`src/rtl/clint_timer.sv`:
```
// Core-local interruptor: mtime/mtimecmp/msip behind a single-outstanding load/store
// port, producing the MTIP level with its change strobe and the MSIP level.
module clint_timer #(
  parameter logic [63:0] BASE_ADDR = 64'h0000_0000_0200_0000,
  parameter int unsigned TICK_DIV  = 1,
  parameter int unsigned ADDR_W    = 64
) (
  input  logic              clk,
  input  logic              rst,
  input  logic              clint_req_valid_i,
  output logic              clint_req_ready_o,
  input  logic              clint_req_wen_i,
  input  logic [ADDR_W-1:0] clint_req_addr_i,
  input  logic [63:0]       clint_req_wdata_i,
  input  logic [7:0]        clint_req_wstrb_i,
  output logic              clint_resp_valid_o,
  input  logic              clint_resp_ready_i,
  output logic [63:0]       clint_resp_rdata_o,
  output logic              clint_resp_err_o,
  output logic              clint_mtip_o,
  output logic              clint_update_o,
  output logic              clint_msip_o
);

  typedef enum logic {S_IDLE, S_RESP} state_t;

  localparam logic [ADDR_W-1:0] A_MSIP  = ADDR_W'(BASE_ADDR);
  localparam logic [ADDR_W-1:0] A_CMP   = ADDR_W'(BASE_ADDR + 64'h4000);
  localparam logic [ADDR_W-1:0] A_MTIME = ADDR_W'(BASE_ADDR + 64'hBFF8);
  localparam logic [15:0]       TICK_LAST = 16'(TICK_DIV - 1);

  state_t      r_state, w_state_nxt;
  logic [63:0] r_mtime, r_mtimecmp, r_rdata;
  logic [15:0] r_presc;
  logic        r_msip, r_err, r_mtip, r_update;

  logic        w_accept, w_tick, w_cmp, w_err;
  logic        w_hit_msip, w_hit_cmp, w_hit_mtime;
  logic        w_wr_msip, w_wr_cmp, w_wr_mtime;
  logic [63:0] w_rdata, w_mtime_inc, w_mtime_nxt;
  logic        w_unused;

  function automatic logic [63:0] merge_bytes(input logic [63:0] old_v,
                                               input logic [63:0] new_v,
                                               input logic [7:0]  strb);
    logic [63:0] res;
    res = old_v;
    for (int i = 0; i < 8; i++)
      if (strb[i]) res[8*i +: 8] = new_v[8*i +: 8];
    return res;
  endfunction

  // Decode ignores the byte offset within the doubleword.
  assign w_hit_msip  = clint_req_addr_i[ADDR_W-1:3] == A_MSIP[ADDR_W-1:3];
  assign w_hit_cmp   = clint_req_addr_i[ADDR_W-1:3] == A_CMP[ADDR_W-1:3];
  assign w_hit_mtime = clint_req_addr_i[ADDR_W-1:3] == A_MTIME[ADDR_W-1:3];
  assign w_unused    = ^clint_req_addr_i[2:0];

  assign w_accept   = clint_req_valid_i && (r_state == S_IDLE);
  assign w_wr_msip  = w_accept && clint_req_wen_i && w_hit_msip && clint_req_wstrb_i[0];
  assign w_wr_cmp   = w_accept && clint_req_wen_i && w_hit_cmp;
  assign w_wr_mtime = w_accept && clint_req_wen_i && w_hit_mtime;

  assign w_tick      = (r_presc == TICK_LAST);
  assign w_mtime_inc = r_mtime + 64'(w_tick);
  // Stored bytes override the same-edge increment; unstored bytes keep it.
  assign w_mtime_nxt = w_wr_mtime ? merge_bytes(w_mtime_inc, clint_req_wdata_i, clint_req_wstrb_i)
                                  : w_mtime_inc;
  assign w_cmp       = (r_mtime >= r_mtimecmp);

  // NOTE: every always_comb output gets a default first so no path can infer a latch.
  always_comb begin
    w_state_nxt = r_state;
    case (r_state)
      S_IDLE:  if (w_accept) w_state_nxt = S_RESP;
      S_RESP:  if (clint_resp_ready_i) w_state_nxt = S_IDLE;
      default: w_state_nxt = S_IDLE;
    endcase
  end

  always_comb begin
    w_err   = !(w_hit_msip || w_hit_cmp || w_hit_mtime);
    w_rdata = '0;
    if (!clint_req_wen_i) begin
      if (w_hit_msip)       w_rdata = {63'b0, r_msip};
      else if (w_hit_cmp)   w_rdata = r_mtimecmp;
      else if (w_hit_mtime) w_rdata = r_mtime;
    end
  end

  // NOTE: state uses non-blocking assignments and a reset sampled on the clock edge.
  always_ff @(posedge clk) begin
    if (!rst) r_state <= S_IDLE;
    else      r_state <= w_state_nxt;
  end

  always_ff @(posedge clk) begin
    if (!rst) begin
      r_mtime    <= '0;
      r_mtimecmp <= '1;
      r_msip     <= 1'b0;
      r_presc    <= '0;
      r_rdata    <= '0;
      r_err      <= 1'b0;
      r_mtip     <= 1'b0;
      r_update   <= 1'b0;
    end else begin
      r_presc <= w_tick ? 16'd0 : r_presc + 16'd1;
      r_mtime <= w_mtime_nxt;
      if (w_wr_cmp)
        r_mtimecmp <= merge_bytes(r_mtimecmp, clint_req_wdata_i, clint_req_wstrb_i);
      if (w_wr_msip)
        r_msip <= clint_req_wdata_i[0];
      if (w_accept) begin
        r_rdata <= w_rdata;
        r_err   <= w_err;
      end
      r_mtip   <= w_cmp;
      r_update <= (w_cmp != r_mtip);
    end
  end

  assign clint_req_ready_o  = (r_state == S_IDLE);
  assign clint_resp_valid_o = (r_state == S_RESP);
  assign clint_resp_rdata_o = r_rdata;
  assign clint_resp_err_o   = r_err;
  assign clint_mtip_o       = r_mtip;
  assign clint_update_o     = r_update;
  assign clint_msip_o       = r_msip;

endmodule

```
`config.mk`:
```
export PLATFORM = sky130hd
export DESIGN_NAME = clint_timer
export DESIGN_NICKNAME = d
export VERILOG_FILES = /design/src/rtl/clint_timer.sv
export SDC_FILE = /design/constraint.sdc
export NUM_CORES = 1
export LEC_CHECK = 0
export ABC_CLOCK_PERIOD_IN_PS = 3400
export CAP_MARGIN = 20
export CORE_MARGIN = 1.5
export CORE_UTILIZATION = 50
export DETAILED_ROUTE_END_ITERATION = 8
export MAX_ROUTING_LAYER = met4
export PLACE_DENSITY_LB_ADDON = 0.2
export SLEW_MARGIN = 20
export SYNTH_ARGS = -nofsm -noshare
export SYNTH_HDL_FRONTEND = slang
export SYNTH_SLANG_ARGS = --single-unit
```
`constraint.sdc`:
```
create_clock -name clk -period 3.4 [get_ports clk]
set_input_delay 0.34 -clock clk [delete_from_list [all_inputs] [get_ports clk]]
set_output_delay 0.34 -clock clk [all_outputs]
set_load 0.02 [all_outputs]
```
# [After elaboration in Yosys (flattened, before gate mapping)]
# Index checks and enable logic that the tools add are counted.
[op_classes] addsub=2 n_lt_le_gt_ge=1 eq_ne=4 n_mux=16 bitwise_logic=2 reduce_logical=19
[op_table] op="64-bit two-way mux" n=5
[op_table] op="61-bit by 23-bit == test with 1-bit output (second input constant)" n=3
[op_table] op="64-bit by 1-bit adder with 64-bit output" n=1
[op_table] op="64-bit >= comparator" n=1
[op_table] op="8-bit two-way mux" n=8
[op_table] op="16-bit by 1-bit adder with 16-bit output (second input constant)" n=1
[op_table] op="16-bit zero test" n=1
[op_table] op="2-bit AND reduction" n=8
[op_table] op="1-bit logical AND" n=6
[op_table] op="1-bit logical OR" n=2
[op_table] op="1-bit two-way mux" n=2
[op_table] op="1-bit inverter" n=2
[op_table] op="1-bit one-hot mux with 2 select lines" n=1
[op_table] op="2-bit OR reduction" n=1
[op_table] op="1-bit zero test" n=1
[op_table] op="1-bit != test" n=1
[word_totals] ff_bits=213 inputBits=141

# [Logic depth before layout (Yosys ltp)]
# Gate-level depths: netlist of run 1.
[depth] depth_word=5 ltp_mapped=14 ltp_nobuf=13

# [Worst setup path after synthesis of run 1]
# No wires, ideal clock.
[synth_timing] kind="reg2reg" start="register r_presc[0]" end="register r_mtime[43]" t_arrival_ns=2.435 setup_slack_ns=0.885 stages_incl_launch_ff=14 period_less_slack_ns=2.515 cell_sequence="dfxtp_1 inv_1 ha_1 nor4b_1 nand4_1 inv_1 ha_1 and2_1 and2_1 clkbuf_1 nand2_2 or4_1 xor2_1 a211oi_2"
[synth_between] elab_chain_len=4
[synth_lines] item="from (decl)" line="34" rtl="logic [15:0] r_presc;"
[synth_lines] item="from (signal assigned)" line="108" rtl="r_presc <= w_tick ? 16'd0 : r_presc + 16'd1;"
[synth_lines] item="16-bit zero test *" line="64" rtl="assign w_tick = (r_presc == TICK_LAST);"
[synth_lines] item="64-bit by 1-bit adder with 64-bit output *" line="65" rtl="assign w_mtime_inc = r_mtime + 64'(w_tick);"
[synth_lines] item="8-bit two-way mux" line="49" rtl="if (strb[i]) res[8*i +: 8] = new_v[8*i +: 8];"
[synth_lines] item="64-bit two-way mux *" line="67" rtl="assign w_mtime_nxt = w_wr_mtime ? merge_bytes(w_mtime_inc, clint_req_wdata_i, clint_req_wstrb_i)"
[synth_lines] item="to (signal assigned)" line="109" rtl="r_mtime <= w_mtime_nxt;"
[synth_lines] item="to (decl)" line="33" rtl="logic [63:0] r_mtime, r_mtimecmp, r_rdata;"
# Every way passes the cells marked *; elsewhere a longest branch is shown, timed or not.
# A chain may end at the register's enable or synchronous reset.

# [Worst setup path in the final report of run 1]
[layout_timing] start="register r_mtime[14]" end="register r_update (netlist: clint_update_o)"
[layout_between] elab_chain_len=2
[layout_lines] item="64-bit >= comparator" line="69" rtl="assign w_cmp = (r_mtime >= r_mtimecmp);"
[layout_lines] item="1-bit != test" line="119" rtl="r_update <= (w_cmp != r_mtip);"
[layout_lines] item="to (signal assigned)" line="119"
[layout_lines] item="to (decl)" line="35" rtl="logic r_msip, r_err, r_mtip, r_update;"
# Every way passes these cells.

==> impl_metrics.py, run 1 <==
metrics = {
    "synth": {
        "synth_top_cell_by_area": "dfxtp_1",
        "yosysSeqAreaShare_pct": 37.68,
        "ys_types": 57,
        "synth_edf_count": 0,
        "netlist_area_mm2": 0.01132,
        "synth_common_cells": "213 x dfxtp_1, 154 x nor2_1, 115 x nand2_1",
        "syn_avg_cell_area_um2": 8.758,
        "yosysWarnings": 0,
        "synth.most_common_cell": "dfxtp_1",
        "syn-num-nets": 1501,
        "synthCells": 1292,
        "yosys-top-cells-area": "dfxtp_1 38%, ha_1 7.5%, mux2i_1 5.7%, nor2_1 5.1%, a2bb2oi_1 4.7%",
        "synth-seq-cells": 213,
        "synth_top_cell_area_share_pct": 37.68,
        "synthArstFlopShare_pct": 0,
        "ys.flop_type": "dfxtp_1",
    },
    "worst_setup_path": {
        "endpoint_kind": "register",
        "crit_fanout": 6,
        "r2r-start": "r_mtime[14]",
        "reg2regPathDepth": 8,
        "worst_ep_arrival_time_ns": 3.35,
        "r2r_setup_slack_ns": 0.49,
        "cp.required_ns": 3.84,
        "worstSetupStartpointType": "register",
        "r2r_end": "clint_update_o",
        "path_class": "reg2reg",
    },
    "die": {
        "core_mm2": 0.02203,
        "dieHeight_um": 153.4,
        "io_pins": 211,
        "initial_core_util_pct": 51.37,
        "die_x_um": 153.4,
        "die_area_mm2": 0.02354,
        "rows": 54,
    },
    "run_status": {
        "outcome": "completed",
    },
    "drt": {
        "wl_per_cell_um": 17.16,
        "vias": 10060,
        "ant_nets": 0,
        "drc_errors": 0,
        "wl_um": 30440,
        "vias_per_cell": 5.671,
        "dr.pass1.iters": 5,
        "detail_route.iter0.violations": 650,
    },
    "grt": {
        "grt_max_degree": 73,
        "antenna_found_initial": 0,
        "first_global_vias": 9907,
        "grt_pass1_wl_um": 49780,
        "gr-total-overflow": 0,
        "track_usage_pct": 26.54,
    },
    "sta": {
        "period_minus_slack_ns": 2.911,
        "fin_setup_tns_ns": 0,
        "hold_violations": 0,
        "tightest_slew_ns": 0.8740,
        "timing.fmax_ghz": 0.3435,
        "clock-skew-final_ns": 0.006484,
        "post-route-period-util_pct": 85.61,
        "rsz0062_at_grt": "false",
        "finalMaxSlewViolations": 0,
        "report.final.setup_viol": 0,
        "relSlewSlack_pct": 40.22,
    },
    "cells_and_area": {
        "nets": 1689,
        "syn2layout_area_growth_pct": 26.65,
        "fin_area_mm2": 0.01433,
        "final_util_pct": 65.06,
        "num_antenna_cells": 0,
        "nFillCells": 1880,
        "drive_above_1_share_pct": 5.689,
    },
    "clock_network": {
        "post_cts_buffers": 0,
        "max-clock-path-buffers": 3,
        "cts_resized": 0,
        "h-tree-depth": 1,
        "clk_pin_slew_ns": 0.06,
        "numCtsBuffers": 24,
        "clock-sinks": 213,
        "tritoncts": "yes",
        "cts-root-buf": "clkbuf_16",
        "clk_latency_ns": 0.51,
        "postCtsHoldBufs": 0,
    },
    "place": {
        "dp_hpwl_um": 21900,
        "placed_cell_area_mm2": 0.01358,
        "place_congestion": 0.8821,
        "io_buffers": 207,
    },
    "run": {
        "maxCapViolCount": 0,
    },
    "power": {
        "finalPower_mw": 5.273,
        "p_leak_nw": 6.264,
        "powerDensity_mw_per_mm2": 367.9,
        "ir_worst_vdd_uv": 341.4,
    },
    "worst_hold_path": {
        "min_path_cells": 3,
        "hold_end": "r_mtime[43]",
        "min_from": "rst",
        "min_path_type": "in2reg",
    },
}
-- placed cells by master (no fill, tap or decap), types with 25 or more instances in the layout --
| master | synthesis | routed |
|---|---|---|
| a211oi_1 | 46 | 46 |
| a21oi_1 | 39 | 39 |
| a2bb2oi_1 | 61 | 61 |
| buf_4 | 21 | 25 |
| clkbuf_16 | 0 | 25 |
| clkdlybuf4s50_1 | 0 | 206 |
| dfxtp_1 | 213 | 213 |
| ha_1 | 68 | 68 |
| inv_1 | 78 | 78 |
| mux2i_1 | 65 | 65 |
| nand2_1 | 115 | 114 |
| nand3_1 | 38 | 37 |
| nand4_1 | 41 | 41 |
| nor2_1 | 154 | 154 |
| o211ai_1 | 64 | 64 |
| xnor2_1 | 35 | 35 |
| xor2_1 | 41 | 41 |
-- worst max-delay path, stage by stage, from the launching register on --
cell,delay [ns]
dfxtp_1,0.39
ha_1,0.37
nand4_1,0.14
or4_1,0.55
nor4_1,0.38
a2111o_1,0.23
a41oi_1,0.22
a2111o_1,0.43
nand4_1,0.13
-- metal layers --
metal	GRT usage [%]	part of all wire (%)	vias up	routed length, um
li1	-	-	5006	-
met1	34.26	45	4735	13800
met2	43.83	47	265	14370
met3	3.062	5.0	55	1529
met4	7.767	2.4	0	745
met5	-	0	-	0
-- layout make-up --
| type | instances | area (um^2) | share of cell area (%) |
|---|---|---|---|
| Clock buffer | 36 | 726.9 | 5.072 |
| Clock inverter | 4 | 20.02 | 0.1397 |
| Inverter | 79 | 297.8 | 2.078 |
| Multi-Input combinational cell | 927 | 6357 | 44.36 |
| Sequential cell | 213 | 4264 | 29.75 |
| Tap cell | 280 | 350.3 | 2.445 |
| Timing Repair Buffer | 235 | 2315 | 16.15 |
-- cell families after synthesis --
kind of cell    share of synthesized area [%]
mux                                     5.750
xor+xnor                                5.882
flops                                   37.68
fa+ha+maj                               7.519
buf+inv                                 6.347
compound gates                          16.85
simple gates                            19.97
-- how the worst max path moves through the flow --
| stage | startpoint | end | slack, ns | cells after the start |
|---|---|---|---|---|
| after global placement | clint_req_addr_i[45] | clint_resp_rdata_o[16] | 0.45 | 10 |
| after global routing | r_presc[0] | r_mtime[43] | 0.32 | 12 |
| final | r_mtime[14] | clint_update_o | 0.49 | 8 |
| after CTS | r_mtime[14] | clint_update_o | 0.49 | 8 |
| after floorplan | r_presc[0] | r_mtime[43] | 0.89 | 13 |
| after detailed placement | clint_req_addr_i[41] | clint_resp_rdata_o[31] | 0.42 | 10 |
-- sequential cells by signal, indices dropped and copies added (netlist names) --
name                cells
r_mtime                64
clint_mtip_o            1
r_presc                16
clint_resp_err_o        1
clint_resp_valid_o      1
clint_resp_rdata_o     64
clint_update_o          1
r_mtimecmp             64
clint_msip_o            1
-- power by group --
group	total, mW	internal [mW]	leakage (nW)	switching (mW)
Clock	2.46	1.46	0.373	1.00
Sequential	2.51	2.50	1.72	0.00500
Combinational	0.304	0.165	4.17	0.138
Total	5.27	4.13	6.26	1.15
-- metrics by stage --
stage	instances	hold WS [ns]	setup slack, ns
after global placement	1734	0.4491	0.4483
after CTS	1774	0.3278	0.4904
after detailed placement	1734	0.4542	0.4152
after global routing	1774	0.3788	0.3188
after floorplan	1292	0.4401	0.8854
final	1774	0.3408	0.4892
Note: power is estimated with default switching activity, not from simulation.
==> run 2: changes to the inputs <==
Settings changed: CORE_UTILIZATION 50 to 25.
==> run 2 against run 1 <==
  * Sequential cell count unchanged
  * Die area increased by 98%
  * Highest routed layer unchanged
  * Utilization decreased by 32 points
  * Sequential share of layout area decreased by 1.0 points
  * Combinational power increased by 4%
  * Worst setup slack improved by 0.022 ns
  * Clock skew increased by 0.0036 ns
  * Global-route usage decreased by 11 points
==> impl_metrics.py, run 2 (same netlist as run 1, synthesis figures left out) <==
metrics = {
    "drt": {
        "wl_per_cell_um": 17.08,
        "dr.pass1.iters": 5,
        "wl_um": 35750,
        "vias": 9853,
        "drc_errors": 0,
        "detail_route.iter0.violations": 374,
        "vias_per_cell": 4.708,
        "ant_nets": 0,
    },
    "clock_network": {
        "postCtsHoldBufs": 0,
        "clock-sinks": 213,
        "cts_resized": 0,
        "numCtsBuffers": 26,
        "max-clock-path-buffers": 3,
        "clk_latency_ns": 0.54,
        "post_cts_buffers": 0,
        "clk_pin_slew_ns": 0.06,
        "h-tree-depth": 1,
        "cts-root-buf": "clkbuf_16",
        "tritoncts": "yes",
    },
    "worst_setup_path": {
        "critPathMaxStageDelay_ns": 0.48,
        "crit_chain": "inv_1 > ha_1 > nor4b_1 > nand4_1 > inv_1 > ha_1 > and2_1 > and2_1 > nand2_2 > or4_1 > xor2_1 > a211oi_2",
        "endpoint_kind": "register",
        "r2r_setup_slack_ns": 0.51,
        "worstSetupStartpointType": "register",
        "crit_fanout": 7,
        "cp.required_ns": 3.86,
        "critPathBufInv": 2,
        "reg2regPathDepth": 12,
        "cpMaxStageDelayCell": "or4_1",
        "worst_ep_arrival_time_ns": 3.35,
        "r2r-start": "r_presc[0]",
        "path_class": "reg2reg",
        "r2r_end": "r_mtime[43]",
        "crit_family": "simple AND/OR/NAND/NOR gates",
    },
    "die": {
        "dieHeight_um": 215.8,
        "die_area_mm2": 0.04655,
        "initial_core_util_pct": 25.48,
        "io_pins": 211,
        "core_mm2": 0.04441,
        "rows": 77,
        "die_x_um": 215.8,
    },
    "sta": {
        "fin_ws_ns": 0.5115,
        "fin_setup_tns_ns": 0,
        "finalMaxSlewViolations": 0,
        "timing.fmax_ghz": 0.3462,
        "period_minus_slack_ns": 2.888,
        "clock-skew-final_ns": 0.01012,
        "report.final.setup_viol": 0,
        "rsz0062_at_grt": "false",
        "post-route-period-util_pct": 84.96,
        "hold_violations": 0,
        "tightest_slew_ns": 0.8435,
        "relSlewSlack_pct": 43.77,
    },
    "worst_hold_path": {
        "min_from": "rst",
        "min_path_cells": 3,
        "hold_end": "clint_msip_o",
        "min_path_type": "in2reg",
    },
    "power": {
        "powerDensity_mw_per_mm2": 377.6,
        "seqPwrFrac_pct": 44.7,
        "p_comb_share_pct": 5.6,
        "clkPwrFrac_pct": 49.6,
        "power_switching_mw": 1.266,
        "p_int_mw": 4.337,
        "switching_share_pct": 22.60,
        "p_leak_nw": 6.325,
        "ir_worst_vdd_uv": 290.1,
    },
    "grt": {
        "antenna_found_initial": 0,
        "grt_pass1_wl_um": 56760,
        "grt_util_met2_pct": 25.66,
        "grt_max_degree": 68,
        "first_global_vias": 9966,
        "track_usage_pct": 15.73,
        "gr-total-overflow": 0,
        "grt.busiest_layer": "met2",
        "grtUsageMet1_pct": 20.59,
        "gr-usage-met3_pct": 2.185,
    },
    "place": {
        "place_congestion": 0.7914,
        "io_buffers": 207,
        "dp_hpwl_um": 25970,
        "pre_cts_ws_ns": 0.3019,
    },
    "run_status": {
        "outcome": "completed",
    },
    "cells_and_area": {
        "nFillCells": 4619,
        "final_util_pct": 33.41,
        "layout_commonest_cell": "dfxtp_1",
        "num_antenna_cells": 0,
        "syn2layout_area_growth_pct": 31.13,
        "drive_above_1_share_pct": 5.996,
        "nets": 1692,
        "final_cell_mix": "213 x dfxtp_1, 206 x clkdlybuf4s50_1, 154 x nor2_1, 114 x nand2_1, 78 x inv_1",
    },
    "run": {
        "maxCapViolCount": 0,
    },
}
==> run 2: changes by cell type in the layout (fill, tap and decap cells not counted), sizes merged <==
cell          before  now
bufinv             0    1
clkbuf            36   40
dlymetal6s2s       0    1
inv               78   79
==> run 2: area by class of cell <==
class / instances / area [um^2] / share of cell area, %
inverters: 79 / 299.0 / 2.015
repair buffers: 236 / 2327 / 15.68
multi-input cells: 927 / 6357 / 42.85
clock inverters: 6 / 55.05 / 0.3710
well taps: 592 / 740.7 / 4.992
clock buffers: 40 / 794.5 / 5.355
flip-flops and latches: 213 / 4264 / 28.74
==> run 2: worst register-to-register path, delay by kind of cell, from the launching register on <==
| family | cells | cell delay (ns) |
|---|---|---|
| AND/OR/NAND/NOR | 6 | 1.66 |
| flip-flops | 1 | 0.35 |
| adder cells (fa/ha/maj) | 2 | 0.29 |
| AO/OA/AOI/OAI | 1 | 0.20 |
| XOR/XNOR | 1 | 0.17 |
| buffers and inverters | 2 | 0.16 |
==> run 2: power by group through the flow <==
stage / sequential (mW) / combinational [mW] / clock, mW
finish: 2.51 / 0.316 / 2.78
global route: 2.51 / 0.338 / 2.97
CTS: 2.51 / 0.320 / 2.87
detailed placement: 2.56 / 0.318 / 0
global placement: 2.56 / 0.320 / 0
floorplan: 2.56 / 0.0785 / 0
==> run 2: through the flow <==
stage          hold slack (ns)  instance area [um^2]  power, mW  std cells
5_1_grt                 0.3465                 14840      5.812       2093
3_3_place_gp            0.4588                 13980      2.881       2046
3_5_place_dp            0.4550                 13980      2.879       2046
2_1_floorplan           0.4401                 11320      2.641       1292
4_1_cts                 0.3069                 14830      5.699       2092
6_report                0.3307                 14840      5.604       2093
==> run 2: worst max path at each step <==
stage / from / endpoint / slack [ns] / cells after the start
finish: r_presc[0] / r_mtime[43] / 0.51 / 12
global route: r_presc[0] / r_mtime[25] / 0.13 / 12
CTS: r_mtime[61] / clint_update_o / 0.39 / 9
detailed placement: clint_req_addr_i[36] / r_mtimecmp[59] / 0.30 / 8
global placement: clint_req_addr_i[45] / r_mtimecmp[62] / 0.37 / 8
floorplan: r_presc[0] / r_mtime[43] / 0.89 / 13
==> run 2: per-layer routing <==
layer,routed length [um],up-vias
li1,-,5023
met1,16840,4611
met2,16900,180
met3,1284,39
met4,716,0
met5,0,-
